### config.mk
export PLATFORM = sky130hd
export DESIGN_NAME = div_sched
export DESIGN_NICKNAME = d
export VERILOG_FILES = /design/src/rtl/div_pkg.sv /design/src/rtl/rr_arbiter.sv /design/src/rtl/div_sched.sv
export SDC_FILE = /design/constraint.sdc
export NUM_CORES = 1
export LEC_CHECK = 0
export ABC_AREA = 1
export BUFFER_PORTS_ARGS = -buffer_cell sky130_fd_sc_hd__buf_2
export CAP_MARGIN = 5
export CORE_AREA = 2 2 175 177
export CTS_CLUSTER_SIZE = 10
export DETAILED_ROUTE_END_ITERATION = 10
export DIE_AREA = 0 0 177 179
export GPL_TIMING_DRIVEN = 0
export SLEW_MARGIN = 20
export SYNTH_ARGS = -nofsm -noshare
export SYNTH_HDL_FRONTEND = slang
export SYNTH_SLANG_ARGS = --single-unit
export TNS_END_PERCENT = 5
### constraint.sdc
create_clock -name clk_i -period 12.8 [get_ports clk_i]
set_input_delay 1.92 -clock clk_i [delete_from_list [all_inputs] [get_ports clk_i]]
set_output_delay 1.92 -clock clk_i [all_outputs]
set_load 0.02 [all_outputs]
### src/rtl/div_pkg.sv
// div_pkg: shared types and constants for the divider scheduler.
//   sched_state_e : scheduler FSM state encoding (3-bit base, 5 states used)
//   ERR_*         : response error codes driven on rsp_error_o
package div_pkg;

    typedef enum logic [2:0] {
        S_IDLE  = 3'd0,
        S_LOAD  = 3'd1,
        S_ISSUE = 3'd2,
        S_WAIT  = 3'd3,
        S_RESP  = 3'd4
    } sched_state_e;

    localparam logic [1:0] ERR_NONE    = 2'b00;
    localparam logic [1:0] ERR_TIMEOUT = 2'b10;
    localparam logic [1:0] ERR_UNKNOWN = 2'b11;

endpackage

### src/rtl/rr_arbiter.sv
// rr_arbiter: combinational round-robin pick among NUM_REQ requesters.
//   req_i   : request vector
//   ptr_i   : index with highest priority this cycle
//   en_i    : when low, no grant is produced
//   grant_o : one-hot grant (all zero if nothing valid or disabled)
//   idx_o   : binary index of the granted requester (0 when no grant)
module rr_arbiter #(
    parameter int NUM_REQ = 4
) (
    input  logic [NUM_REQ-1:0]         req_i,
    input  logic [$clog2(NUM_REQ)-1:0] ptr_i,
    input  logic                       en_i,
    output logic [NUM_REQ-1:0]         grant_o,
    output logic [$clog2(NUM_REQ)-1:0] idx_o
);
    localparam int IW = $clog2(NUM_REQ);

    always_comb begin
        int          s;
        logic [IW-1:0] k;
        s       = 0;
        k       = '0;
        grant_o = '0;
        idx_o   = '0;
        // Scan ptr, ptr+1, ... wrapping at NUM_REQ (not 2**IW), first hit wins.
        for (int i = 0; i < NUM_REQ; i++) begin
            s = int'(ptr_i) + i;
            if (s >= NUM_REQ) s = s - NUM_REQ;
            k = IW'(s);
            if (en_i && (grant_o == '0) && req_i[k]) begin
                grant_o[k] = 1'b1;
                idx_o      = k;
            end
        end
    end

endmodule

### src/rtl/div_sched.sv
// div_sched: shares one iterative divider among NUM_REQ requesters.
// One operation in flight: IDLE (arbitrate) -> LOAD -> ISSUE -> WAIT -> RESP.
// Optional watchdog: define DIV_SCHED_TIMEOUT_EN to abort WAIT after
// TIMEOUT_CYCLES cycles with rsp_error_o = ERR_TIMEOUT and zero data.
//   clk_i, rst_i            : clock, async active-high reset
//   req_valid_i/req_ready_o : per-requester handshake (ready is one-hot)
//   req_n_i/req_d_i         : packed operands, requester k at [k*WIDTH +: WIDTH]
//   req_unsigned_i          : 1 unsigned, 0 signed
//   req_out_type_i          : 1 quotient, 0 remainder
//   rsp_*                   : single response channel (valid/ready, id, data, error)
//   div_*_o / div_*_i       : divider control, latched operands and results
module div_sched
    import div_pkg::*;
#(
    parameter int WIDTH          = 32,
    parameter int NUM_REQ        = 4,
    parameter int TIMEOUT_CYCLES = 256
) (
    input  logic                       clk_i,
    input  logic                       rst_i,
    input  logic [NUM_REQ-1:0]         req_valid_i,
    output logic [NUM_REQ-1:0]         req_ready_o,
    input  logic [NUM_REQ*WIDTH-1:0]   req_n_i,
    input  logic [NUM_REQ*WIDTH-1:0]   req_d_i,
    input  logic [NUM_REQ-1:0]         req_unsigned_i,
    input  logic [NUM_REQ-1:0]         req_out_type_i,
    output logic                       rsp_valid_o,
    input  logic                       rsp_ready_i,
    output logic [$clog2(NUM_REQ)-1:0] rsp_id_o,
    output logic [WIDTH-1:0]           rsp_data_o,
    output logic [1:0]                 rsp_error_o,
    output logic                       div_rst_o,
    output logic                       div_valid_o,
    output logic                       div_unsigned_o,
    output logic                       div_out_type_o,
    output logic [WIDTH-1:0]           div_n_o,
    output logic [WIDTH-1:0]           div_d_o,
    input  logic                       div_ready_i,
    input  logic [WIDTH-1:0]           div_q_i,
    input  logic [WIDTH-1:0]           div_r_i,
    input  logic [1:0]                 div_error_i
);
    localparam int IW = $clog2(NUM_REQ);

    sched_state_e     state_q;
    logic [IW-1:0]    ptr_q, ptr_d;
    logic [IW-1:0]    id_q;
    logic [WIDTH-1:0] n_q, d_q, rsp_data_q;
    logic             uns_q, ot_q;
    logic             rsp_valid_q, div_rst_q, div_valid_q;
    logic [1:0]       rsp_err_q;

    logic [NUM_REQ-1:0] arb_grant;
    logic [IW-1:0]      arb_idx;
    logic [WIDTH-1:0]   sel_n, sel_d;

`ifdef DIV_SCHED_TIMEOUT_EN
    localparam int WDW = $clog2(TIMEOUT_CYCLES + 1);
    logic [WDW-1:0] wd_q;
`endif

    // Grants only in IDLE; masked during reset so req_ready_o reads 0.
    rr_arbiter #(.NUM_REQ(NUM_REQ)) u_arb (
        .req_i   (req_valid_i),
        .ptr_i   (ptr_q),
        .en_i    ((state_q == S_IDLE) && !rst_i),
        .grant_o (arb_grant),
        .idx_o   (arb_idx)
    );

    assign ptr_d = (arb_idx == IW'(NUM_REQ - 1)) ? '0 : arb_idx + IW'(1);

    always_comb begin
        sel_n = '0;
        sel_d = '0;
        for (int k = 0; k < NUM_REQ; k++) begin
            if (arb_idx == IW'(k)) begin
                sel_n = req_n_i[k*WIDTH +: WIDTH];
                sel_d = req_d_i[k*WIDTH +: WIDTH];
            end
        end
    end

    always_ff @(posedge clk_i or posedge rst_i) begin
        if (rst_i) begin
            state_q     <= S_IDLE;
            ptr_q       <= '0;
            id_q        <= '0;
            n_q         <= '0;
            d_q         <= '0;
            uns_q       <= 1'b0;
            ot_q        <= 1'b0;
            rsp_valid_q <= 1'b0;
            rsp_data_q  <= '0;
            rsp_err_q   <= ERR_NONE;
            div_rst_q   <= 1'b0;
            div_valid_q <= 1'b0;
`ifdef DIV_SCHED_TIMEOUT_EN
            wd_q        <= '0;
`endif
        end else begin
            // Strobes are single-cycle by construction.
            div_rst_q   <= 1'b0;
            div_valid_q <= 1'b0;
            case (state_q)
                S_IDLE: begin
                    if (arb_grant != '0) begin
                        id_q      <= arb_idx;
                        n_q       <= sel_n;
                        d_q       <= sel_d;
                        uns_q     <= req_unsigned_i[arb_idx];
                        ot_q      <= req_out_type_i[arb_idx];
                        ptr_q     <= ptr_d;
                        div_rst_q <= 1'b1;
                        state_q   <= S_LOAD;
                    end
                end
                S_LOAD: begin
                    div_valid_q <= 1'b1;
                    state_q     <= S_ISSUE;
                end
                S_ISSUE: begin
`ifdef DIV_SCHED_TIMEOUT_EN
                    wd_q    <= '0;
`endif
                    state_q <= S_WAIT;
                end
                S_WAIT: begin
                    // Only WAIT samples div_ready_i, so a stale done left
                    // over from the previous op during LOAD/ISSUE is ignored.
                    if (div_ready_i) begin
                        rsp_data_q  <= ot_q ? div_q_i : div_r_i;
                        rsp_err_q   <= div_error_i;
                        rsp_valid_q <= 1'b1;
                        state_q     <= S_RESP;
                    end
`ifdef DIV_SCHED_TIMEOUT_EN
                    // Fires after TIMEOUT_CYCLES cycles spent in WAIT.
                    else if (wd_q == WDW'(TIMEOUT_CYCLES - 1)) begin
                        rsp_data_q  <= '0;
                        rsp_err_q   <= ERR_TIMEOUT;
                        rsp_valid_q <= 1'b1;
                        state_q     <= S_RESP;
                    end else begin
                        wd_q <= wd_q + WDW'(1);
                    end
`endif
                end
                S_RESP: begin
                    if (rsp_ready_i) begin
                        rsp_valid_q <= 1'b0;
                        state_q     <= S_IDLE;
                    end
                end
                default: begin
                    rsp_valid_q <= 1'b0;
                    state_q     <= S_IDLE;
                end
            endcase
        end
    end

    assign req_ready_o    = arb_grant;
    assign rsp_valid_o    = rsp_valid_q;
    assign rsp_id_o       = id_q;
    assign rsp_data_o     = rsp_data_q;
    assign rsp_error_o    = rsp_err_q;
    assign div_rst_o      = div_rst_q;
    assign div_valid_o    = div_valid_q;
    assign div_unsigned_o = uns_q;
    assign div_out_type_o = ot_q;
    assign div_n_o        = n_q;
    assign div_d_o        = d_q;

endmodule

==> qor.yml <==
die:
  die_w_um: 177
  ios: 447
  die-area_mm2: 0.0317
  rows: 64
  coreArea_mm2: 0.0300
  die_y_um: 179
  start_util_pct: 24.0
pwr:
  finalPower_mw: 3.12
  swShare_pct: 56.1
  comb_power_share_pct: 70.6
  p_clk_share_pct: 9.5
  pwr-share-seq_pct: 19.9
  p_int_mw: 1.37
  power.density_mw_per_mm2: 304
  ir_worst_vdd_uv: 144
  p_switching_mw: 1.75
  p_leak_nw: 5.64
timing:
  period_share_pct: 57.5
  worst_slew_pin_slew_ns: 0.963
  skew_ns: 0.00749
  max_clock_freq_ghz: 0.136
  whs_ns: 0.469
  drv_slew: 0
  setup_ws_ns: 5.43
  setup_tns_ns: 0
  finalSetupViolCount: 0
  hold_viol_final: 0
  worst_slew_margin_rel_pct: 35.8
  min_period_ns: 7.37
  grt_setup_unrepaired: "false"
clock_network:
  cts_tree: "yes"
  cts.sinks: 110
  cts-root-buf: "clkbuf_16"
  cts_hold_buffers: 0
  cts_resized: 0
  cts_buffers: 9
  clkTransAtPathRegs_ns: 0.07
  cts_setup_buffers: 0
  clkLatencyLatePin_ns: 0.36
  htreeDepth: 3
  clockBufferDepth: 2
critical_path:
  r2r-end: "div_d_o[17]"
  crit_path_end_kind: "register"
  arrival_ns: 7.61
  crit_fanout: 58
  crit_start: "rst_i"
  cp.required_ns: 13.05
  worst-r2r-cell-count: 21
  criticalPathCategory: "primary input to register"
  ff2ff_setup_slack_ns: 6.63
  worst_setup_path_start_kind: "primary input"
  endpoint: "div_d_o[17]"
  timing.rr.start: "ptr_q[0]"
finish:
  synthToLayoutAreaGrowth_pct: 42.6
  drive_above_1_share_pct: 32.2
  num-nets-final: 1902
  utilization_pct: 34.2
  stdcell_count: 1955
  finish.instance_area_mm2: 0.0103
  n_fill_cell: 3347
worst_hold_path:
  hold_class: "register to register"
  min_path_cells: 2
placed_design:
  io_buffers: 446
  placed_cell_area_mm2: 0.00996
  pre_cts_ws_ns: 4.85
  gp_congestion: 0.935
  hpwlAfterDp_um: 27800
  dp_cells: 1937
global_route:
  grt_start_max_net_pins: 59
  grt_pass1_wl_um: 48800
  grt_pass1_vias: 8455
  track_usage_pct: 20.7
  grt_antenna_before_repair: 6
  grt-ovfl-total: 0
routing:
  wl_per_cell_um: 17.8
  wl_um: 34800
  drcViolationCount: 0
  postRouteAntennaNets: 0
  first_pass_iters: 5
  vias: 9089
  via_per_inst: 4.65
  drtIter0Drc: 611
yosys:
  syn_area_per_cell_um2: 6.58
  syn-num-nets: 1444
  synth_warnings: 0
  synth_flop_cell: "dfrtp_1"
  synth_edf_count: 0
  syn_area_mm2: 0.00720
  async_reset_ff_share_pct: 100
  synth_cells: 1094
  yosysSeqAreaShare_pct: 38.2
  synth_cell_types: 30
  ys_seq_elements: 110
run_status:
  status: "completed"
flow_run:
  drv_cap: 0
synthesized netlist by cell type (2+ instances only):
cell	number	area, µm²
nand2_1	438	1640
o21ai_0	198	991
dfrtp_1	110	2750
nand3_1	86	430
a21oi_1	64	320
inv_1	59	221
clkbuf_1	53	199
ha_1	12	150
buf_1	8	30.0
o21ai_1	8	40.0
buf_2	7	35.0
buf_6	7	78.8
nand4_1	7	43.8
nor2_2	7	43.8
nor2_1	6	22.5
nand2_2	4	25.0
inv_2	3	11.3
nor2_4	3	33.8
nand3b_1	2	15.0
nor3_1	2	10.0
registers in the layout, indices dropped and copies added (netlist names):
signal          flops
div_d_o            32
ptr_q               2
rsp_error_o         2
div_rst_o           1
div_valid_o         1
rsp_valid_o         1
state_q             3
div_n_o            32
rsp_id_o            2
div_unsigned_o      1
div_out_type_o      1
rsp_data_o         32
power groups by stage:
stage	sequential (mW)	clock (mW)	combinational, mW
after floorplan	0.797	0	1.25
after global placement	0.620	0	2.19
after detailed placement	0.623	0	2.22
after CTS	0.620	0.310	2.22
after global routing	0.637	0.322	2.46
final	0.620	0.298	2.20
per-layer routing:
metal / share of wire, % / vias to the layer above / global-route usage, % / wire (µm)
li1: - / 4478 / - / -
met1: 39 / 4115 / 23.2 / 13400
met2: 50 / 426 / 38.0 / 17600
met3: 8.0 / 62 / 5.15 / 2800
met4: 2.7 / 8 / 7.20 / 957
met5: 0.15 / - / 0 / 53
worst min path at each step:
stage                 from  slack (ns)          end
3_5_place_dp   div_n_o[23]        0.45  div_n_o[23]
4_1_cts         div_d_o[9]        0.47   div_d_o[9]
5_1_grt        div_d_o[16]        0.49  div_d_o[16]
2_1_floorplan   state_q[1]        0.47  div_valid_o
6_report        div_d_o[9]        0.47   div_d_o[9]
3_3_place_gp    div_n_o[0]        0.45   div_n_o[0]
worst max-delay path, stage by stage:
cell	delay, ns
buf_2	0.13
inv_6	0.42
buf_16	0.33
nand2_1	0.17
nor2_4	0.19
o31ai_2	0.12
nand3_1	0.10
nand2_1	0.09
nor2_4	0.18
nand3_4	0.12
o21bai_4	0.14
nor2_2	0.08
nand3_1	0.15
nand2_1	0.19
nand2_2	0.24
ha_1	0.31
clkbuf_1	0.60
clkbuf_1	0.65
clkbuf_1	0.74
o21ai_0	0.45
nand2_1	0.18
nand2_1	0.06
cell type report:
type / count / area (µm²) / area share, %
Multi-Input combinational cell: 845 / 3860 / 37.6
Sequential cell: 110 / 2750 / 26.8
Timing Repair Buffer: 447 / 2260 / 22.0
Tap cell: 396 / 495 / 4.83
Buffer: 75 / 343 / 3.34
Inverter: 64 / 250 / 2.44
Clock buffer: 10 / 229 / 2.23
Clock inverter: 6 / 71.3 / 0.695
Antenna cell: 2 / 5.00 / 0.0487
cells in the final DEF, fill, tap and decap left out, types with 2 or more instances in the layout:
| cell | synthesis | layout |
|---|---|---|
| nor2_4 | 3 | 3 |
| buf_2 | 7 | 453 |
| nand3b_1 | 2 | 2 |
| nor3_1 | 2 | 2 |
| nand3_1 | 86 | 86 |
| nor2_2 | 7 | 7 |
| clkbuf_16 | 0 | 9 |
| buf_1 | 8 | 8 |
| o21ai_1 | 8 | 8 |
| inv_6 | 1 | 2 |
| inv_2 | 3 | 3 |
| dfrtp_1 | 110 | 110 |
| ha_1 | 12 | 12 |
| a21oi_1 | 64 | 64 |
| nand2_1 | 438 | 438 |
| nand2_2 | 4 | 4 |
| clkbuf_1 | 53 | 54 |
| buf_6 | 7 | 7 |
| inv_1 | 59 | 58 |
| o21ai_0 | 198 | 198 |
| diode_2 | 0 | 2 |
| clkinv_4 | 0 | 2 |
| nor2_1 | 6 | 6 |
| nand4_1 | 7 | 7 |
logic make-up (layout without fill, tap and decap cells):
group                      count (synthesis)  count (layout)  synth area share (%)
and+or+nand+nor                          559             559                  32.1
DFF                                      110             110                  38.2
other                                      0               2                     0
AOI/OAI and AO/OA                        274             274                  19.5
adders and majority gates                 12              12                  2.08
buffers and inverters                    139             602                  8.16
No activity file was read; power rests on OpenSTA's default activity.
